File: src/rtl/wb_port_arbiter_pkg.sv
// Shared types and constants for the register-file write-port arbiter.
package wb_port_arbiter_pkg;

    localparam int unsigned REG_W  = 5;
    localparam int unsigned DATA_W = 32;

    localparam logic [REG_W-1:0] REG_ZERO = '0;

    // One pending register-file write.
    typedef struct packed {
        logic [REG_W-1:0]  rw;
        logic [DATA_W-1:0] data;
    } wb_req_t;

    // Which source owns the write port this cycle.
    typedef enum logic [1:0] {
        GntNone,
        GntPipe,
        GntFifo
    } gnt_e;

    // A destination of $0 never needs the port.
    function automatic logic is_real_reg(input logic [REG_W-1:0] rw);
        return rw != REG_ZERO;
    endfunction

endpackage

File: src/rtl/mdu_result_fifo.sv
// Circular queue of MDU results waiting for a free register-file write cycle.
// Per-entry valid/rw are exported so the top can build the busy scoreboard.
module mdu_result_fifo
    import wb_port_arbiter_pkg::*;
#(
    parameter int unsigned DEPTH = 2,
    localparam int unsigned PTR_W = $clog2(DEPTH),
    localparam int unsigned CNT_W = $clog2(DEPTH) + 1
) (
    input  logic                         clk,
    input  logic                         rst,
    input  logic                         push,
    input  wb_req_t                      push_req,
    input  logic                         pop,
    output wb_req_t                      head,
    output logic                         empty,
    output logic                         full,
    output logic [CNT_W-1:0]             count,
    output logic [DEPTH-1:0]             ent_valid,
    output logic [DEPTH-1:0][REG_W-1:0]  ent_rw
);

    wb_req_t          mem_q [DEPTH];
    logic [PTR_W-1:0] rd_ptr_q, rd_ptr_d;
    logic [PTR_W-1:0] wr_ptr_q, wr_ptr_d;
    logic [CNT_W-1:0] count_q, count_d;
    logic             do_push, do_pop;

    assign empty   = (count_q == '0);
    assign full    = (count_q == CNT_W'(DEPTH));
    assign count   = count_q;
    assign head    = mem_q[rd_ptr_q];
    assign do_push = push && !full;
    assign do_pop  = pop && !empty;

    // Pointer and occupancy next state; DEPTH is a power of two so pointers wrap naturally.
    always_comb begin
        rd_ptr_d = rd_ptr_q;
        wr_ptr_d = wr_ptr_q;
        count_d  = count_q;
        if (do_push) begin
            wr_ptr_d = wr_ptr_q + 1'b1;
        end
        if (do_pop) begin
            rd_ptr_d = rd_ptr_q + 1'b1;
        end
        case ({do_push, do_pop})
            2'b10:   count_d = count_q + 1'b1;
            2'b01:   count_d = count_q - 1'b1;
            default: count_d = count_q;
        endcase
    end

    // Pointer and occupancy registers, cleared by synchronous reset.
    always_ff @(posedge clk) begin
        if (rst) begin
            rd_ptr_q <= '0;
            wr_ptr_q <= '0;
            count_q  <= '0;
        end else begin
            rd_ptr_q <= rd_ptr_d;
            wr_ptr_q <= wr_ptr_d;
            count_q  <= count_d;
        end
    end

    // Storage needs no reset; occupancy alone defines which slots are live.
    always_ff @(posedge clk) begin
        if (do_push) begin
            mem_q[wr_ptr_q] <= push_req;
        end
    end

    // Slot i is live when its distance from the read pointer is below the count.
    for (genvar i = 0; i < DEPTH; i++) begin : g_ent
        logic [PTR_W-1:0] offs;
        assign offs         = PTR_W'(i) - rd_ptr_q;
        assign ent_valid[i] = {1'b0, offs} < count_q;
        assign ent_rw[i]    = mem_q[i].rw;
    end

endmodule

File: src/rtl/wb_port_arbiter.sv
// Arbitrates the single register-file write port between the Wr stage and
// queued MDU results. The pipeline wins unless a queued result has waited
// STARVE_MAX cycles, in which case the pipeline is held for one cycle.
module wb_port_arbiter
    import wb_port_arbiter_pkg::*;
#(
    parameter int unsigned FIFO_DEPTH = 2,
    parameter int unsigned STARVE_MAX = 4
) (
    input  logic              clk,
    input  logic              rst,
    input  logic              pipe_regwr,
    input  logic [REG_W-1:0]  pipe_rw,
    input  logic [DATA_W-1:0] pipe_busW,
    input  logic              mdu_valid,
    input  logic [REG_W-1:0]  mdu_rw,
    input  logic [DATA_W-1:0] mdu_data,
    output logic              mdu_ready,
    output logic              pipe_hold,
    output logic              rf_we,
    output logic [REG_W-1:0]  rf_rw,
    output logic [DATA_W-1:0] rf_busW,
    input  logic [REG_W-1:0]  chk_rs,
    input  logic [REG_W-1:0]  chk_rt,
    output logic              rs_busy,
    output logic              rt_busy
);

    localparam int unsigned CNT_W      = $clog2(FIFO_DEPTH) + 1;
    localparam logic [3:0]  STARVE_LIM = 4'(STARVE_MAX);

    logic                               pipe_req;
    logic                               fifo_push;
    logic                               fifo_pop;
    wb_req_t                            fifo_in;
    wb_req_t                            fifo_head;
    logic                               fifo_empty;
    logic                               fifo_full;
    logic [CNT_W-1:0]                   fifo_count;
    logic [FIFO_DEPTH-1:0]              ent_valid;
    logic [FIFO_DEPTH-1:0][REG_W-1:0]   ent_rw;
    logic                               empty_next;
    logic                               force_wr;
    gnt_e                               gnt;
    logic [3:0]                         cnt_q, cnt_d;

    assign pipe_req  = pipe_regwr && is_real_reg(pipe_rw);
    assign mdu_ready = !rst && !fifo_full;
    // Results for $0 complete the handshake but are dropped here.
    assign fifo_push = mdu_valid && mdu_ready && is_real_reg(mdu_rw);
    assign fifo_in   = '{rw: mdu_rw, data: mdu_data};
    assign fifo_pop  = (gnt == GntFifo);
    assign force_wr  = !rst && !fifo_empty && (cnt_q == STARVE_LIM);

    mdu_result_fifo #(
        .DEPTH (FIFO_DEPTH)
    ) u_fifo (
        .clk       (clk),
        .rst       (rst),
        .push      (fifo_push),
        .push_req  (fifo_in),
        .pop       (fifo_pop),
        .head      (fifo_head),
        .empty     (fifo_empty),
        .full      (fifo_full),
        .count     (fifo_count),
        .ent_valid (ent_valid),
        .ent_rw    (ent_rw)
    );

    // Pick the port owner: starved queue first, then pipeline, then idle-cycle drain.
    always_comb begin
        gnt       = GntNone;
        pipe_hold = 1'b0;
        if (!rst) begin
            if (force_wr) begin
                gnt       = GntFifo;
                pipe_hold = 1'b1;
            end else if (pipe_req) begin
                gnt = GntPipe;
            end else if (!fifo_empty) begin
                gnt = GntFifo;
            end
        end
    end

    // Drive the register-file write port from the granted source.
    always_comb begin
        rf_we   = 1'b0;
        rf_rw   = REG_ZERO;
        rf_busW = '0;
        unique case (gnt)
            GntPipe: begin
                rf_we   = 1'b1;
                rf_rw   = pipe_rw;
                rf_busW = pipe_busW;
            end
            GntFifo: begin
                rf_we   = 1'b1;
                rf_rw   = fifo_head.rw;
                rf_busW = fifo_head.data;
            end
            default: begin
            end
        endcase
    end

    // Starvation counter next state, based on the queue occupancy after this edge.
    always_comb begin
        if (fifo_empty) begin
            empty_next = !fifo_push;
        end else begin
            empty_next = (fifo_count == CNT_W'(1)) && fifo_pop && !fifo_push;
        end

        if (fifo_pop || empty_next) begin
            cnt_d = '0;
        end else if (cnt_q < STARVE_LIM) begin
            cnt_d = cnt_q + 1'b1;
        end else begin
            cnt_d = cnt_q;
        end
    end

    // Starvation counter register.
    always_ff @(posedge clk) begin
        if (rst) begin
            cnt_q <= '0;
        end else begin
            cnt_q <= cnt_d;
        end
    end

    // Busy scoreboard: a queued entry stays busy through the cycle it is written.
    always_comb begin
        rs_busy = 1'b0;
        rt_busy = 1'b0;
        for (int i = 0; i < int'(FIFO_DEPTH); i++) begin
            if (ent_valid[i] && ent_rw[i] == chk_rs) begin
                rs_busy = 1'b1;
            end
            if (ent_valid[i] && ent_rw[i] == chk_rt) begin
                rt_busy = 1'b1;
            end
        end
        if (rst || !is_real_reg(chk_rs)) begin
            rs_busy = 1'b0;
        end
        if (rst || !is_real_reg(chk_rt)) begin
            rt_busy = 1'b0;
        end
    end

endmodule

File: config.mk
export PLATFORM = sky130hd
export DESIGN_NAME = wb_port_arbiter
export DESIGN_NICKNAME = d
export VERILOG_FILES = /design/src/rtl/wb_port_arbiter_pkg.sv /design/src/rtl/mdu_result_fifo.sv /design/src/rtl/wb_port_arbiter.sv
export SDC_FILE = /design/constraint.sdc
export NUM_CORES = 1
export LEC_CHECK = 0
export ABC_AREA = 1
export CELL_PAD_IN_SITES_DETAIL_PLACEMENT = 1
export CELL_PAD_IN_SITES_GLOBAL_PLACEMENT = 1
export CORE_MARGIN = 2
export CORE_UTILIZATION = 37
export CTS_CLUSTER_DIAMETER = 100
export DETAILED_ROUTE_END_ITERATION = 10
export GPL_TIMING_DRIVEN = 0
export HOLD_SLACK_MARGIN = 0.1
export PLACE_DENSITY = 0.91
export SLEW_MARGIN = 20
export SYNTH_ARGS = -nofsm -noshare
export SYNTH_HDL_FRONTEND = slang
export SYNTH_SLANG_ARGS = --single-unit
export TNS_END_PERCENT = 5
File: constraint.sdc
create_clock -name clk -period 9.3 [get_ports clk]
set_input_delay 2.79 -clock clk [delete_from_list [all_inputs] [get_ports clk]]
set_output_delay 2.79 -clock clk [all_outputs]
set_load 0.02 [all_outputs]
* After elaboration in Yosys (flattened, before gate mapping)
Memory sizes are Yosys's and may differ from the RTL's. A register that Yosys moved wholly into a read port is not among the register bits. Index checks and enable logic that the tools add are counted.
Word-level totals: bits in registers 8, RAM bits 74, input port bits 88, output and inout port bits 42, word-level logic and storage cells 78, memories kept 1
Memory list:
- u_fifo.mem_q | depth 2, bits a word 37, read ports 3, clocked after Yosys merged registers in 1, write ports 1, RTL line mdu_result_fifo.sv:23 | wb_req_t mem_q [DEPTH];
Operators by class: $add $sub $neg 7, magnitude comparators 3, eq/ne operators 11, muxes and demuxes 21, reductions and logical operators 31
Operator list (count):
- $pmux W32 S2 | 1
- $eq A5 B5 Y1 | 4
- $reduce_bool A5 Y1 | 4
- $logic_and A1 B1 Y1 | 14
- $mux W1 | 14
- $pmux W5 S2 | 1
- $mux W2 | 4
- $eq A2 B1 Y1 const B | 3
- $eq A2 B2 Y1 const B | 3
- $logic_not A1 Y1 | 6
- $add A4 B1 Y4 const B | 1
- $eq A4 B3 Y1 const B | 1
- $lt A1 B2 Y1 | 2
- $lt A4 B3 Y1 const B | 1
- $pmux W2 S2 | 1
- $reduce_or A2 Y1 | 2
- $logic_or A1 B1 Y1 | 3
- $add A1 B1 Y1 const B | 2
- $add A2 B1 Y2 const B | 1
- $logic_not A2 Y1 | 1
- $reduce_bool A2 Y1 | 1
- $sub A1 B1 Y1 const A | 2
- $sub A2 B1 Y2 const B | 1

* Depth between registers and ports, before layout
Gate-level depths: netlist (run 1).
depth in word-level cells 12, depth in mapped cells 15, mapped depth without buffers 14

* Modules after synthesis
A second synthesis (run 1) with hierarchy kept.
Unflattened totals: cells, all modules 433, area total of the unflattened synthesis 4393.0 µm²
Modules (own cells, without submodules):
- mdu_result_fifo | times used 1, cells each 168, area each 3180.6 µm², sequential area each 2322.2 µm²
- wb_port_arbiter | times used 1, cells each 265, area each 1212.4 µm², sequential area each 80.1 µm²

* Worst setup path after synthesis (run 1)
No wires, ideal clock.
path type input to output, start in rst, end out rf_busW[19], data arrival time 4.528 ns, data required time 6.510 ns, setup slack 1.982 ns, stages on the path 11, buffers on the path 3, path through buf_6 -> nor2_1 -> inv_1 -> nor2_2 -> inv_1 -> o21ai_2 -> inv_1 -> ha_1 -> buf_2 -> clkbuf_1 -> a21oi_1
Between the ends: word-level cells in the longest chain between the ends 7, elaborated cells between the ends (all ways) 8
RTL lines:
- from (decl) | RTL line wb_port_arbiter.sv:11 | input logic rst,
- $logic_not A1 Y1
- $logic_and A1 B1 Y1 (2 in a row) | RTL line wb_port_arbiter.sv:53 | assign force_wr = !rst && !fifo_empty && (cnt_q == STARVE_LIM);
- $mux W2 | RTL line wb_port_arbiter.sv:76 | if (force_wr) begin
- $mux W2 (*) | RTL line wb_port_arbiter.sv:75 | if (!rst) begin
- $eq A2 B2 Y1 / $eq A2 B1 Y1 (equally long branches) | RTL line wb_port_arbiter.sv:92 | unique case (gnt)
- $pmux W32 S2 (*) | RTL line wb_port_arbiter.sv:92
- to (decl) | RTL line wb_port_arbiter.sv:22 | output logic [DATA_W-1:0] rf_busW,
Mark *: on every way between the ends. The rest lies on a longest branch, timed or not.

* Worst setup path in the final report (run 1)
start in pipe_rw[1], end out rf_rw[4]
Between the ends: word-level cells in the longest chain between the ends 7, elaborated cells between the ends (all ways) 8
RTL lines:
- from (decl) | RTL line wb_port_arbiter.sv:13 | input logic [REG_W-1:0] pipe_rw,
- $reduce_bool A5 Y1 (*) | RTL line wb_port_arbiter_pkg.sv:24 | return rw != REG_ZERO;
- $logic_and A1 B1 Y1 (*) | RTL line wb_port_arbiter.sv:47 | assign pipe_req = pipe_regwr && is_real_reg(pipe_rw);
- $mux W2 (*) | RTL line wb_port_arbiter.sv:79 | end else if (pipe_req) begin
- $mux W2 (*) | RTL line wb_port_arbiter.sv:76
- $mux W2 (*) | RTL line wb_port_arbiter.sv:75
- $eq A2 B2 Y1 / $eq A2 B1 Y1 (equally long branches) | RTL line wb_port_arbiter.sv:92
- $pmux W5 S2 (*) | RTL line wb_port_arbiter.sv:92
- to (decl) | RTL line wb_port_arbiter.sv:21 | output logic [REG_W-1:0] rf_rw,
Marks and branches as above.

==> impl_metrics.py, run 1 <==
metrics = {
    "clocking": {
        "cts_htree_levels": 3,
        "cts_inserted_buffers": 9,
        "cts_tree": "yes",
        "clk_pin_slew_worst_paths_ns": 0.09,
        "clk_latency_ns": 0.37,
        "cts_buffer_depth": 2,
        "cts.sinks": 83,
        "postCtsHoldBufs": 0,
        "postCtsSetupBuffers": 0,
        "cts_resized": 0,
        "root_buffer": "clkbuf_8",
    },
    "synth": {
        "synth_edf_count": 74,
        "synth.net_count": 548,
        "netlist_area_sq_mm": 0.00407,
        "avgSynthCellArea_sq_um": 8.98,
        "synth_top_area_share_pct": 54.6,
        "syn_inst": 453,
        "ys_async_sr_fraction_pct": 0,
        "ys_warn_count": 0,
        "yosysUniqueCellTypes": 25,
        "ys_seq_elements": 83,
        "synth_top_area_cell": "edfxtp_1",
        "yosys_most_used_dff": "edfxtp_1",
        "synthTopCellsByCount": "101 x nand2_1, 90 x nor2_1, 74 x edfxtp_1",
        "synthTopCellsByArea": "edfxtp_1 55%, nand2_1 9.3%, nor2_1 8.3%, a21oi_1 6.4%, o21ai_0 5.3%",
        "ys_seq_area_share_pct": 59.0,
        "yosysMostFrequentCell": "nand2_1",
    },
    "setup_path": {
        "critical_path_arrival_ns": 5.77,
        "critPathRequiredTime_ns": 6.51,
        "r2r_start": "u_fifo.count[0]",
        "crit_path_start_kind": "primary input",
        "path_class": "primary input to output pin",
        "startpoint": "pipe_rw[1]",
        "crit_fanout": 10,
        "endpoint_kind": "output pin",
    },
    "power": {
        "power_w": 0.000806,
        "p_per_area_mw_per_mm2": 140,
        "ir_drop_mv": 0.117,
        "p_leak_nw": 2.15,
    },
    "hold_path": {
        "min_path_type": "register to register",
        "min_from": "cnt_q[3]",
    },
    "timing": {
        "setup-violations-final": 0,
        "drv_slew": 0,
        "fin_worst_skew_ns": 0.0110,
        "fmax_ghz": 0.117,
        "rsz0062_at_grt": "no",
        "slew_headroom_pct": 59.6,
        "hold_viol": 0,
        "worst_pin_slew_ns": 0.604,
        "post-route-period-util_pct": 92.0,
        "period_minus_slack_ns": 8.56,
        "final.setup.tns_ns": 0,
    },
    "run": {
        "maxCapViolCount": 0,
    },
    "layout": {
        "design_area_sq_mm": 0.00576,
        "drive_above_1_share_pct": 6.84,
        "fillCellCount": 1272,
        "nets": 689,
        "syn2layout_area_growth_pct": 41.5,
        "insertedDiodeCount": 0,
    },
    "global_route": {
        "grt_pass1_wl_mm": 20.2,
        "grt_pass1_vias": 4073,
        "antenna_found_initial": 0,
        "grt_max_degree": 23,
        "overflow": 0,
        "grtUsageTotal_pct": 22.7,
    },
    "floorplanning": {
        "io-pin-count": 130,
        "initial_core_util_pct": 37.7,
        "chipHeight_microns": 109,
        "die_w_microns": 109,
        "core_area_sq_mm": 0.0108,
        "rows": 38,
        "die_area_sq_mm": 0.0119,
    },
    "detailed_routing": {
        "avgViaCountPerCell": 4.97,
        "vias": 3674,
        "wl_per_cell_microns": 17.3,
        "drc": 0,
        "drtIter0Drc": 203,
        "drt_first_pass_iters": 4,
        "drt-total-wl_mm": 12.8,
        "ant_nets": 0,
    },
    "placement": {
        "dpl_cell_area_sq_mm": 0.00559,
        "numPortBuffers": 128,
        "place_hpwl_mm": 10.0,
        "place_congestion": 0.874,
    },
    "status": {
        "status": "finished clean",
    },
}
-- sequential cells by signal, summed over array words and instances, names as in the netlist, named ones only --
signal,count
cnt_q,4
u_fifo.count,2
u_fifo.mem_q,74
u_fifo.rd_ptr_q,1
u_fifo.wr_ptr_q,1
-- metrics by stage --
| step | util [%] | hold WS [ns] | instances | worst slack [ns] |
|---|---|---|---|---|
| floorplan | - | 0.449 | 453 | 1.98 |
| global placement | 51.2 | 0.462 | 721 | 0.899 |
| detailed placement | 51.8 | 0.522 | 723 | 0.753 |
| CTS | 53.3 | 0.546 | 739 | 0.704 |
| global route | 53.3 | 0.574 | 739 | 0.539 |
| finish | 53.3 | 0.546 | 739 | 0.743 |
-- per-layer routing --
metal  vias up  track usage [%]  share of wire (%)
li1       1782                -                  -
met1      1771             25.3                 39
met2       104             42.3                 54
met3        17             5.02                5.5
met4         0             7.60                1.7
met5         -                0                  0
-- worst max-delay path, cell delays in order --
cell	delay, ns
clkdlybuf4s50_1	0.45
nor3_1	0.28
nand2_1	0.08
nand2_1	0.10
inv_1	0.06
o21ai_2	0.15
inv_1	0.07
ha_1	0.32
buf_2	0.26
clkbuf_1	0.48
a21oi_1	0.14
clkdlybuf4s50_1	0.57
-- report_power, final --
group          switching (W)  total (W)  internal [W]  leakage [nW]
logic              0.0000761   0.000143     0.0000672          1.32
clock network       0.000136   0.000233     0.0000971        0.0784
registers         0.00000659   0.000429      0.000422         0.751
-- cells by family (layout without fill, tap and decap cells) --
| kind of cell | count (synthesis) | after routing | synth area share (%) |
|---|---|---|---|
| AND/OR/NAND/NOR | 206 | 206 | 20.1 |
| AO/OA/AOI/OAI | 96 | 96 | 11.9 |
| flip-flops | 83 | 83 | 59.0 |
| buffers and inverters | 59 | 205 | 6.37 |
| XOR/XNOR | 2 | 2 | 0.431 |
| adder cells (fa/ha/maj) | 7 | 7 | 2.15 |
-- cell type report --
class	count	area [sq um]	area share (%)
Buffer	21	116	2.02
Clock inverter	6	40.0	0.696
Timing Repair Buffer	130	1340	23.2
Clock buffer	10	128	2.22
Inverter	38	143	2.48
Multi-Input combinational cell	311	1420	24.6
Sequential cell	83	2400	41.7
Tap cell	140	175	3.04
-- cells in the final DEF (no fill, tap or decap) --
cell	synthesis	final
nor2_4	0	1
inv_6	0	2
clkdlybuf4s50_1	0	128
a21oi_1	52	52
nand2_2	2	2
buf_4	3	3
nand3_1	5	5
nor3_1	1	1
clkbuf_8	0	9
nand3b_1	1	1
nand3_2	1	1
o21ai_0	43	43
clkbuf_2	3	3
edfxtp_1	74	74
nor3_2	1	1
buf_2	9	9
clkbuf_4	1	1
inv_2	0	1
clkinv_1	0	2
xor2_1	2	2
o21ai_2	1	1
inv_1	38	37
buf_6	1	1
nor3b_2	1	1
dfxtp_1	9	9
nor2_1	90	89
clkinvlp_4	0	2
clkbuf_1	4	5
nor2_2	1	1
nand2_1	101	101
ha_1	7	7
nand4_1	2	2
buf_16	0	2
-- final timing paths --
| kind | depth (start not counted) | slack (ns) | end |
|---|---|---|---|
| hold reg to reg | 2 | 0.55 | cnt_q[3] |
| setup / recovery | 12 | 0.74 | rf_rw[4] |
| setup reg to reg | 15 | 6.79 | u_fifo.count[1] |
| hold / removal | 2 | 0.55 | cnt_q[3] |
(Power assumes the default switching activity.)
==> run 2, diff against run 1 <==
CELL_PAD_IN_SITES_DETAIL_PLACEMENT = 0   (was 1)
CORE_UTILIZATION = 34   (was 37)
PLACE_DENSITY = 0.85   (was 0.91)
REMOVE_ABC_BUFFERS = 1   (was unset)
clock period = 9.1 ns   (was 9.3 ns; I/O delays follow)
==> run 2 against run 1 <==
Final area up 1.1%. Wire length fell by 16%. Worst setup slack got worse by 0.019 ns. Core utilization fell by 3.0 points. Cell count down 2.2%. Global-route usage down 5.9 points. Critical path depth is the same. Sequential cell count unchanged.
==> impl_metrics.py, run 2 (same netlist as run 1, synthesis figures left out) <==
metrics = {
    "floorplanning": {
        "die_w_microns": 113,
        "rows": 39,
        "io-pin-count": 130,
        "die_area_sq_mm": 0.0129,
        "core_area_sq_mm": 0.0116,
        "initial_core_util_pct": 35.2,
        "chipHeight_microns": 113,
    },
    "setup_path": {
        "cp_slowest_cell": "clkdlybuf4s50_1",
        "crit_fanout": 40,
        "worst_path_largest_cell_delay_ns": 0.66,
        "path_buf_inv": 5,
        "endpoint_kind": "output pin",
        "r2r_start": "u_fifo.count[0]",
        "worstPathCellList": "clkdlybuf4s50_1 -> nor2_1 -> inv_1 -> nor2_2 -> nor3_2 -> inv_1 -> ha_1 -> inv_2 -> nor2_1 -> o21ai_0 -> a21oi_1 -> clkdlybuf4s50_1",
        "critPathRequiredTime_ns": 6.37,
        "critical_path_arrival_ns": 5.65,
        "path_delay_family": "buffers and inverters",
        "crit_path_start_kind": "primary input",
        "startpoint": "rst",
        "path_class": "primary input to output pin",
    },
    "global_route": {
        "grt_pass1_wl_mm": 16.8,
        "overflow": 0,
        "grt_max_degree": 41,
        "antenna_found_initial": 0,
        "grt_pass1_vias": 3453,
        "grtUsageTotal_pct": 16.8,
    },
    "timing": {
        "whs_ns": 0.514,
        "post-route-period-util_pct": 92.0,
        "setup-violations-final": 0,
        "final.setup.tns_ns": 0,
        "rsz0062_at_grt": "no",
        "fmax_ghz": 0.119,
        "drv_slew": 0,
        "hold_viol": 0,
        "fin_worst_skew_ns": 0.00352,
        "slew_headroom_pct": 38.5,
        "period_minus_slack_ns": 8.38,
        "worst_pin_slew_ns": 0.921,
    },
    "clocking": {
        "cts_tree": "yes",
        "cts_resized": 0,
        "cts.sinks": 83,
        "cts_inserted_buffers": 9,
        "cts_buffer_depth": 2,
        "cts_htree_levels": 3,
        "clk_pin_slew_worst_paths_ns": 0.06,
        "postCtsSetupBuffers": 0,
        "clk_latency_ns": 0.33,
        "root_buffer": "clkbuf_16",
        "postCtsHoldBufs": 0,
    },
    "detailed_routing": {
        "avgViaCountPerCell": 4.80,
        "vias": 3468,
        "drt-total-wl_mm": 10.8,
        "drt_first_pass_iters": 4,
        "wl_per_cell_microns": 14.9,
        "ant_nets": 0,
        "drtIter0Drc": 177,
        "drc": 0,
    },
    "layout": {
        "largest_register_ffs": 74,
        "final_common_cell": "clkdlybuf4s50_1",
        "insertedDiodeCount": 0,
        "nets": 670,
        "syn2layout_area_growth_pct": 43.0,
        "fin_util_pct": 50.3,
        "regMostFlops": "u_fifo.mem_q",
        "final_cell_mix": "129 x clkdlybuf4s50_1, 101 x nand2_1, 89 x nor2_1, 74 x edfxtp_1, 52 x a21oi_1",
        "drive_above_1_share_pct": 4.83,
    },
    "placement": {
        "place_hpwl_mm": 7.51,
        "place_congestion": 0.855,
        "numPortBuffers": 129,
    },
    "power": {
        "seq_power_share_pct": 45.9,
        "p_leak_nw": 2.15,
        "p_per_area_mw_per_mm2": 164,
        "p_comb_share_pct": 14.4,
        "p_sw_w": 0.000218,
        "ir_drop_mv": 0.0921,
        "p_clk_share_pct": 39.7,
        "swShare_pct": 22.8,
        "intPower_w": 0.000739,
        "power_w": 0.000957,
    },
    "run": {
        "maxCapViolCount": 0,
    },
    "status": {
        "status": "finished clean",
    },
    "hold_path": {
        "min_path_type": "register to register",
        "min_from": "cnt_q[3]",
    },
}
## run 2: changes by cell type in the layout (fill, tap and decap cells not counted), sizes merged
cell	previous run	this run
bufinv	0	2
clkdlybuf4s50	128	129
buf	15	3
inv	40	38
clkbuf	18	11
clkinvlp	2	0
clkinv	2	3
## run 2: tightest hold or removal path: stages (launching register included)
cell     delay, ns
dfxtp_1       0.32
inv_1         0.10
nor2_1        0.05
## run 2: layout make-up
cell class                      instances  area (sq um)
Clock buffer                           11           233
Clock inverter                          5          77.6
Fill cell                            1094          5750
Inverter                               38           143
Multi-Input combinational cell        311          1420
Sequential cell                        83          2400
Tap cell                              143           179
Timing Repair Buffer                  132          1370
## run 2: power groups by stage
stage	clock, W	combinational (W)	sequential, W
2_1_floorplan	0	0.0000599	0.000446
3_3_place_gp	0	0.000131	0.000448
3_5_place_dp	0	0.000139	0.000447
4_1_cts	0.000387	0.000140	0.000439
5_1_grt	0.000401	0.000152	0.000440
6_report	0.000380	0.000138	0.000439
## run 2: per-layer routing
layer  global-route usage [%]  part of all wire [%]  vias to the layer above
met5                        0                     0                        -
met4                     5.61                   1.2                        0
met3                     3.88                   7.2                        8
met2                     29.6                    48                      123
met1                     20.3                    43                     1592
li1                         -                     -                     1745
## run 2: through the flow
step	cell area (sq um)	setup slack, ns	cells
after global placement	5420	0.230	704
after detailed placement	5510	0.657	707
after floorplan	3950	1.88	432
after CTS	5820	0.658	723
after global routing	5820	0.424	723
final	5820	0.724	723
## run 2: worst paths after layout
| path | endpoint | slack (ns) | cells past startpoint |
|---|---|---|---|
| worst max-delay path | rf_busW[22] | 0.72 | 12 |
| worst min register to register | cnt_q[3] | 0.51 | 2 |
| worst max register to register | u_fifo.count[0] | 6.35 | 13 |
| worst min-delay path | cnt_q[3] | 0.51 | 2 |
